===== src/rtl/alu_seq_ctrl_pkg.sv =====
// Shared definitions for the ALU sequencing/accumulator stage: opcodes, FSM states,
// ALU mode names.
package alu_seq_ctrl_pkg;

  localparam logic [1:0] OP_LOAD   = 2'b00;
  localparam logic [1:0] OP_EXEC   = 2'b01;
  localparam logic [1:0] OP_REPEAT = 2'b10;
  localparam logic [1:0] OP_CLEAR  = 2'b11;

  typedef enum logic [1:0] {
    StIdle = 2'd0,
    StRun  = 2'd1,
    StDone = 2'd2
  } state_e;

  localparam logic [3:0] M_ADD = 4'b0000;
  localparam logic [3:0] M_SUB = 4'b0001;
  localparam logic [3:0] M_INC = 4'b0110;
  localparam logic [3:0] M_ROR = 4'b1101;
  localparam logic [3:0] M_ROL = 4'b1110;

  // Only add/sub drive a meaningful carry; every other mode may leave it floating.
  function automatic logic ovf_mode(input logic [3:0] m);
    return (m == M_ADD) || (m == M_SUB);
  endfunction

endpackage


===== src/rtl/alu_seq_ctrl_if.sv =====
// Command and result handshakes of the ALU sequencer; master issues commands and
// consumes results, slave is the sequencer.
interface alu_seq_ctrl_if #(
  parameter int unsigned CNT_W = 3
) ();

  logic             cmd_valid;
  logic             cmd_ready;
  logic [1:0]       cmd_op;
  logic [3:0]       cmd_mode;
  logic [3:0]       cmd_data;
  logic [CNT_W-1:0] cmd_cnt;
  logic             res_valid;
  logic             res_ready;
  logic [3:0]       res_data;
  logic             res_ovf;

  modport master (
    output cmd_valid, cmd_op, cmd_mode, cmd_data, cmd_cnt, res_ready,
    input  cmd_ready, res_valid, res_data, res_ovf
  );

  modport slave (
    input  cmd_valid, cmd_op, cmd_mode, cmd_data, cmd_cnt, res_ready,
    output cmd_ready, res_valid, res_data, res_ovf
  );

endinterface


===== src/rtl/alu_seq_ctrl.sv =====
// Sequencer/accumulator around the combinational 4-bit ALU: feeds it from registers and
// iterates one mode N times, returning the accumulator and a sticky overflow.
module alu_seq_ctrl
  import alu_seq_ctrl_pkg::*;
#(
  parameter int unsigned CNT_W = 3
) (
  input  logic                 clk,
  input  logic                 rst,
  alu_seq_ctrl_if.slave        bus,
  output logic [3:0]           alu_a,
  output logic [3:0]           alu_b,
  output logic [3:0]           alu_m,
  input  logic [3:0]           alu_r,
  input  logic                 alu_ovf
);

  state_e           state_q, state_d;
  logic [3:0]       acc_q, acc_d;
  logic [3:0]       b_q, b_d;
  logic [3:0]       m_q, m_d;
  logic [CNT_W-1:0] cnt_q, cnt_d;
  logic             ovf_q, ovf_d;

  always_ff @(posedge clk) begin
    if (rst) begin
      state_q <= StIdle;
      acc_q   <= '0;
      b_q     <= '0;
      m_q     <= '0;
      cnt_q   <= '0;
      ovf_q   <= 1'b0;
    end else begin
      state_q <= state_d;
      acc_q   <= acc_d;
      b_q     <= b_d;
      m_q     <= m_d;
      cnt_q   <= cnt_d;
      ovf_q   <= ovf_d;
    end
  end

  always_comb begin
    state_d = state_q;
    acc_d   = acc_q;
    b_d     = b_q;
    m_d     = m_q;
    cnt_d   = cnt_q;
    ovf_d   = ovf_q;
    case (state_q)
      StIdle: begin
        if (bus.cmd_valid) begin
          ovf_d = 1'b0;
          case (bus.cmd_op)
            OP_LOAD: begin
              acc_d   = bus.cmd_data;
              state_d = StDone;
            end
            OP_CLEAR: begin
              acc_d   = '0;
              state_d = StDone;
            end
            OP_EXEC: begin
              b_d     = bus.cmd_data;
              m_d     = bus.cmd_mode;
              cnt_d   = CNT_W'(1);
              state_d = StRun;
            end
            default: begin
              b_d     = bus.cmd_data;
              m_d     = bus.cmd_mode;
              cnt_d   = bus.cmd_cnt;
              state_d = (bus.cmd_cnt == '0) ? StDone : StRun;
            end
          endcase
        end
      end
      StRun: begin
        acc_d = alu_r;
        // Gate before OR so a floating carry never reaches the sticky flag.
        if (ovf_mode(m_q)) begin
          ovf_d = ovf_q | alu_ovf;
        end
        cnt_d = cnt_q - CNT_W'(1);
        if (cnt_q == CNT_W'(1)) begin
          state_d = StDone;
        end
      end
      StDone: begin
        if (bus.res_ready) begin
          state_d = StIdle;
        end
      end
      default: state_d = StIdle;
    endcase
  end

  assign bus.cmd_ready = (state_q == StIdle);
  assign bus.res_valid = (state_q == StDone);
  assign bus.res_data  = acc_q;
  assign bus.res_ovf   = ovf_q;

  assign alu_a = acc_q;
  assign alu_b = b_q;
  assign alu_m = m_q;

endmodule

===== src/flat_wrapper.sv =====
// flat-port wrapper written by rule: the top's interface ports become plain ports
module alu_seq_ctrl_flat import alu_seq_ctrl_pkg::*;
#(
  parameter int unsigned CNT_W = 3
)
  (clk, rst, alu_a, alu_b, alu_m, alu_r, alu_ovf, bus_cmd_valid, bus_cmd_op, bus_cmd_mode, bus_cmd_data, bus_cmd_cnt, bus_res_ready, bus_cmd_ready, bus_res_valid, bus_res_data, bus_res_ovf);
  alu_seq_ctrl_if #(.CNT_W(CNT_W)) bus_i ();
  input  logic clk;
  input  logic rst;
  output logic [3:0] alu_a;
  output logic [3:0] alu_b;
  output logic [3:0] alu_m;
  input  logic [3:0] alu_r;
  input  logic alu_ovf;
  input wire logic [$bits(bus_i.cmd_valid)-1:0] bus_cmd_valid;
  input wire logic [$bits(bus_i.cmd_op)-1:0] bus_cmd_op;
  input wire logic [$bits(bus_i.cmd_mode)-1:0] bus_cmd_mode;
  input wire logic [$bits(bus_i.cmd_data)-1:0] bus_cmd_data;
  input wire logic [$bits(bus_i.cmd_cnt)-1:0] bus_cmd_cnt;
  input wire logic [$bits(bus_i.res_ready)-1:0] bus_res_ready;
  output wire logic [$bits(bus_i.cmd_ready)-1:0] bus_cmd_ready;
  output wire logic [$bits(bus_i.res_valid)-1:0] bus_res_valid;
  output wire logic [$bits(bus_i.res_data)-1:0] bus_res_data;
  output wire logic [$bits(bus_i.res_ovf)-1:0] bus_res_ovf;
  assign bus_i.cmd_valid = bus_cmd_valid;
  assign bus_i.cmd_op = bus_cmd_op;
  assign bus_i.cmd_mode = bus_cmd_mode;
  assign bus_i.cmd_data = bus_cmd_data;
  assign bus_i.cmd_cnt = bus_cmd_cnt;
  assign bus_i.res_ready = bus_res_ready;
  assign bus_cmd_ready = bus_i.cmd_ready;
  assign bus_res_valid = bus_i.res_valid;
  assign bus_res_data = bus_i.res_data;
  assign bus_res_ovf = bus_i.res_ovf;
  alu_seq_ctrl #(.CNT_W(CNT_W)) u_core (.clk(clk), .rst(rst), .bus(bus_i), .alu_a(alu_a), .alu_b(alu_b), .alu_m(alu_m), .alu_r(alu_r), .alu_ovf(alu_ovf));
endmodule

===== config.mk =====
export PLATFORM = sky130hd
export DESIGN_NAME = alu_seq_ctrl_flat
export DESIGN_NICKNAME = d
export VERILOG_FILES = /design/src/rtl/alu_seq_ctrl_pkg.sv /design/src/rtl/alu_seq_ctrl_if.sv /design/src/rtl/alu_seq_ctrl.sv /design/src/flat_wrapper.sv
export SDC_FILE = /design/constraint.sdc
export NUM_CORES = 1
export LEC_CHECK = 0
export ABC_AREA = 1
export CAP_MARGIN = 20
export CORE_ASPECT_RATIO = 0.5
export CORE_MARGIN = 8
export CORE_UTILIZATION = 38
export DETAILED_ROUTE_END_ITERATION = 8
export GPL_ROUTABILITY_DRIVEN = 0
export PLACE_DENSITY = 0.75
export SLEW_MARGIN = 20
export SYNTH_ARGS = -nofsm -noshare
export SYNTH_HDL_FRONTEND = slang
export SYNTH_SLANG_ARGS = --single-unit

===== constraint.sdc =====
create_clock -name clk -period 1.1 [get_ports clk]
set_input_delay 0.22 -clock clk [delete_from_list [all_inputs] [get_ports clk]]
set_output_delay 0.22 -clock clk [all_outputs]
set_load 0.01 [all_outputs]

==> flow_summary.json <==
{
  "finalSetupViolCount": 20,
  "rr_worst_depth": 8,
  "syn_avg_cell_area_sq_um": 7.293,
  "cts_buffers": 3,
  "p_sw_uw": 847.7,
  "via_count": 1151,
  "synth_nets": 167,
  "wl_per_cell_um": 13.64,
  "ys_warn_count": 0,
  "htreeDepth": 1,
  "worst_slack_ns": -0.07186,
  "grt-ovfl-total": 0,
  "violations": "negative setup slack",
  "final_area_sq_mm": 0.001822,
  "core-area_sq_mm": 0.002570,
  "synth_seq_area_share_pct": 35.29,
  "grt_max_degree": 12,
  "top_level_ports": 41,
  "die_h_um": 52.65,
  "clk_latency_ns": 0.26,
  "die_area_sq_mm": 0.004702,
  "rows": 13,
  "crit_required_ns": 1.29,
  "clkPwrFrac_pct": 23.6,
  "first_pass_iters": 4,
  "synth_top_area_cell": "dfxtp_1",
  "fin_nets": 236,
  "ir_worst_vdd_mv": 0.6645,
  "outcome": "finished, violations left",
  "ant_nets": 0,
  "relSlewSlack_pct": 83.72,
  "fmax_mhz": 853.3,
  "report.final.slew_viol_count": 0,
  "fin_crit_sh_pct": 106.5,
  "multi_input_area_sq_um": 655.6,
  "r2r_start": "u_core.state_q[1]",
  "root_buffer": "clkbuf_8",
  "path_max_fanout": 6,
  "port_buffers": 40,
  "die_x_um": 89.31,
  "finalClockSkew_ns": 0.003012,
  "cp-start-kind": "flip-flop",
  "clock_path_buffers": 2,
  "initial_utilization_pct": 39.73,
  "hold_path_class": "reg2reg",
  "fin_setup_tns_ns": -0.7104,
  "p_leak_uw": 0.0008142,
  "dp_slack_ns": -0.6094,
  "hold_depth": 2,
  "grt_pass1_vias": 1135,
  "hold_viol": 0,
  "whs_endpoint": "u_core.alu_m[2]",
  "synth_area_sq_mm": 0.001021,
  "critPathKind": "reg2reg",
  "pwr-share-comb_pct": 43.3,
  "antenna_found_initial": 0,
  "min_period_ns": 1.172,
  "hpwl_mm": 2.236,
  "viasPerCell": 4.698,
  "drive_gt1_share_pct": 44.23,
  "netSwitchingFraction_pct": 34.84,
  "clock_sinks": 18,
  "rsz0062_at_grt": "true",
  "clk_pin_slew_ns": 0.08,
  "cp.arrival_ns": 1.37,
  "synth-seq-cells": 18,
  "internal_power_uw": 1586,
  "cts_hold_repair.buffers": 0,
  "cp-end-kind": "flip-flop",
  "synthTopCellsByArea": "dfxtp_1 35%, nor2_1 9.2%, nand2_1 7.0%",
  "cts_tree": "built",
  "total_power_uw": 2434,
  "powerDensity_mw_per_mm2": 1336,
  "synth_cells": 140,
  "grt_usage_pct": 14.05,
  "area_growth_pct": 78.43,
  "placed_cell_area_sq_mm": 0.001607,
  "fillCellCount": 190,
  "synthDistinctLibCells": 23,
  "r2r-end": "u_core.alu_b[0]",
  "seq_power_share_pct": 33.1,
  "cap_violations": 0,
  "grt_pass1_wl_mm": 5.099,
  "hp-start": "u_core.alu_m[2]",
  "drcViolationCount": 0,
  "totalWireLength_mm": 3.343,
  "rrSetupSlack_ns": -0.07,
  "diodes": 0,
  "netlist.area_leader.share_pct": 35.29,
  "regArea_sq_um": 369.1,
  "drt_iter0_markers": 67,
  "tightestPinTransition_ns": 0.2433
}
## cell usage in the layout, fill, tap and decap left out, drive strengths merged
cell and n:
a21oi 9, nor2 26, dfxtp 18, clkbuf 13, clkdlybuf4s15 8, xnor2 1, nand3b 1, inv 18
o211ai 1, clkinv 4, ha 5, clkdlybuf4s50 18, a31oi 1, buf 31, dlygate4sd2 3, nand3 4
o21ai 26, nand2 21
## worst max path at each step
stage,startpoint,endpoint
2_1_floorplan,u_core.state_q[0],u_core.alu_b[1]
3_3_place_gp,bus_cmd_op[0],u_core.alu_a[1]
3_5_place_dp,bus_cmd_op[0],u_core.alu_a[1]
4_1_cts,u_core.state_q[1],u_core.alu_b[0]
5_1_grt,u_core.state_q[1],u_core.alu_b[0]
6_report,u_core.state_q[1],u_core.alu_b[0]
## layout make-up
class                   count  area share (%)
clock buffers               4           3.022
inverters                  21           5.151
multi-input cells          95           35.99
flip-flops and latches     18           20.26
well taps                  37           2.541
repair buffers             69           32.55
repair inverters            1          0.4808
## through the flow
step                      utilization, %  cells  hold slack, ns
after floorplan                        -    140          0.2891
after global placement             62.51    234          0.4591
after detailed placement           62.51    234          0.4683
after CTS                          69.04    242          0.4794
after global routing               70.89    245          0.5168
final                              70.89    245          0.4824
## cell families after synthesis
group | share of synthesized area [%]
and+or+nand+nor | 22.30
AOI/OAI and AO/OA | 22.18
buffers and inverters | 13.23
DFF | 35.29
adders and majority gates | 6.127
xor gates and xnor gates | 0.8580
## critical path: stages, from the launching register on
cell and delay, ns:
dfxtp_2 0.33, buf_6 0.11, nor2_4 0.08, buf_6 0.11, nand3_4 0.09, buf_12 0.16, inv_12 0.06, o21ai_2 0.05
a21oi_1 0.11
## sequential cells by signal, summed over array words and instances (netlist names)
register	cells
u_core.bus.res_ovf	1
u_core.alu_b	4
u_core.alu_m	4
u_core.alu_a	4
u_core.state_q	2
u_core.cnt_q	3
## layer usage
layer | up-vias | track usage (%) | share of wire, %
met5 | - | 0 | 0
met4 | 0 | 3.270 | 1.7
met3 | 6 | 3.438 | 3.9
met2 | 32 | 27.44 | 54
met1 | 532 | 14.93 | 41
li1 | 581 | - | -
## Yosys cell counts (all sizes together)
cell type / count
dfxtp: 18
nand2: 20
clkinv: 4
o21ai: 26
clkbuf: 1
a31oi: 1
a21oi: 9
ha: 5
inv: 17
nand3: 4
o211ai: 1
buf: 6
xnor2: 1
nand3b: 1
nor2: 26
## timing repair
item	4_1_cts	5_1_grt
buffers inserted	3	2
pin swaps	13	9
endpoints found under the setup margin	37	34
endpoints found under the hold margin	0	0
cloned	1	1
resized for setup	65	37
## power by group through the flow
stage	registers [uW]	clock network (uW)	logic, uW
floorplan	843	0	430
global placement	808	0	873
detailed placement	812	0	888
CTS	797	570	969
global route	815	605	1130
finish	805	574	1050
Power figures use the tool's default switching activity.
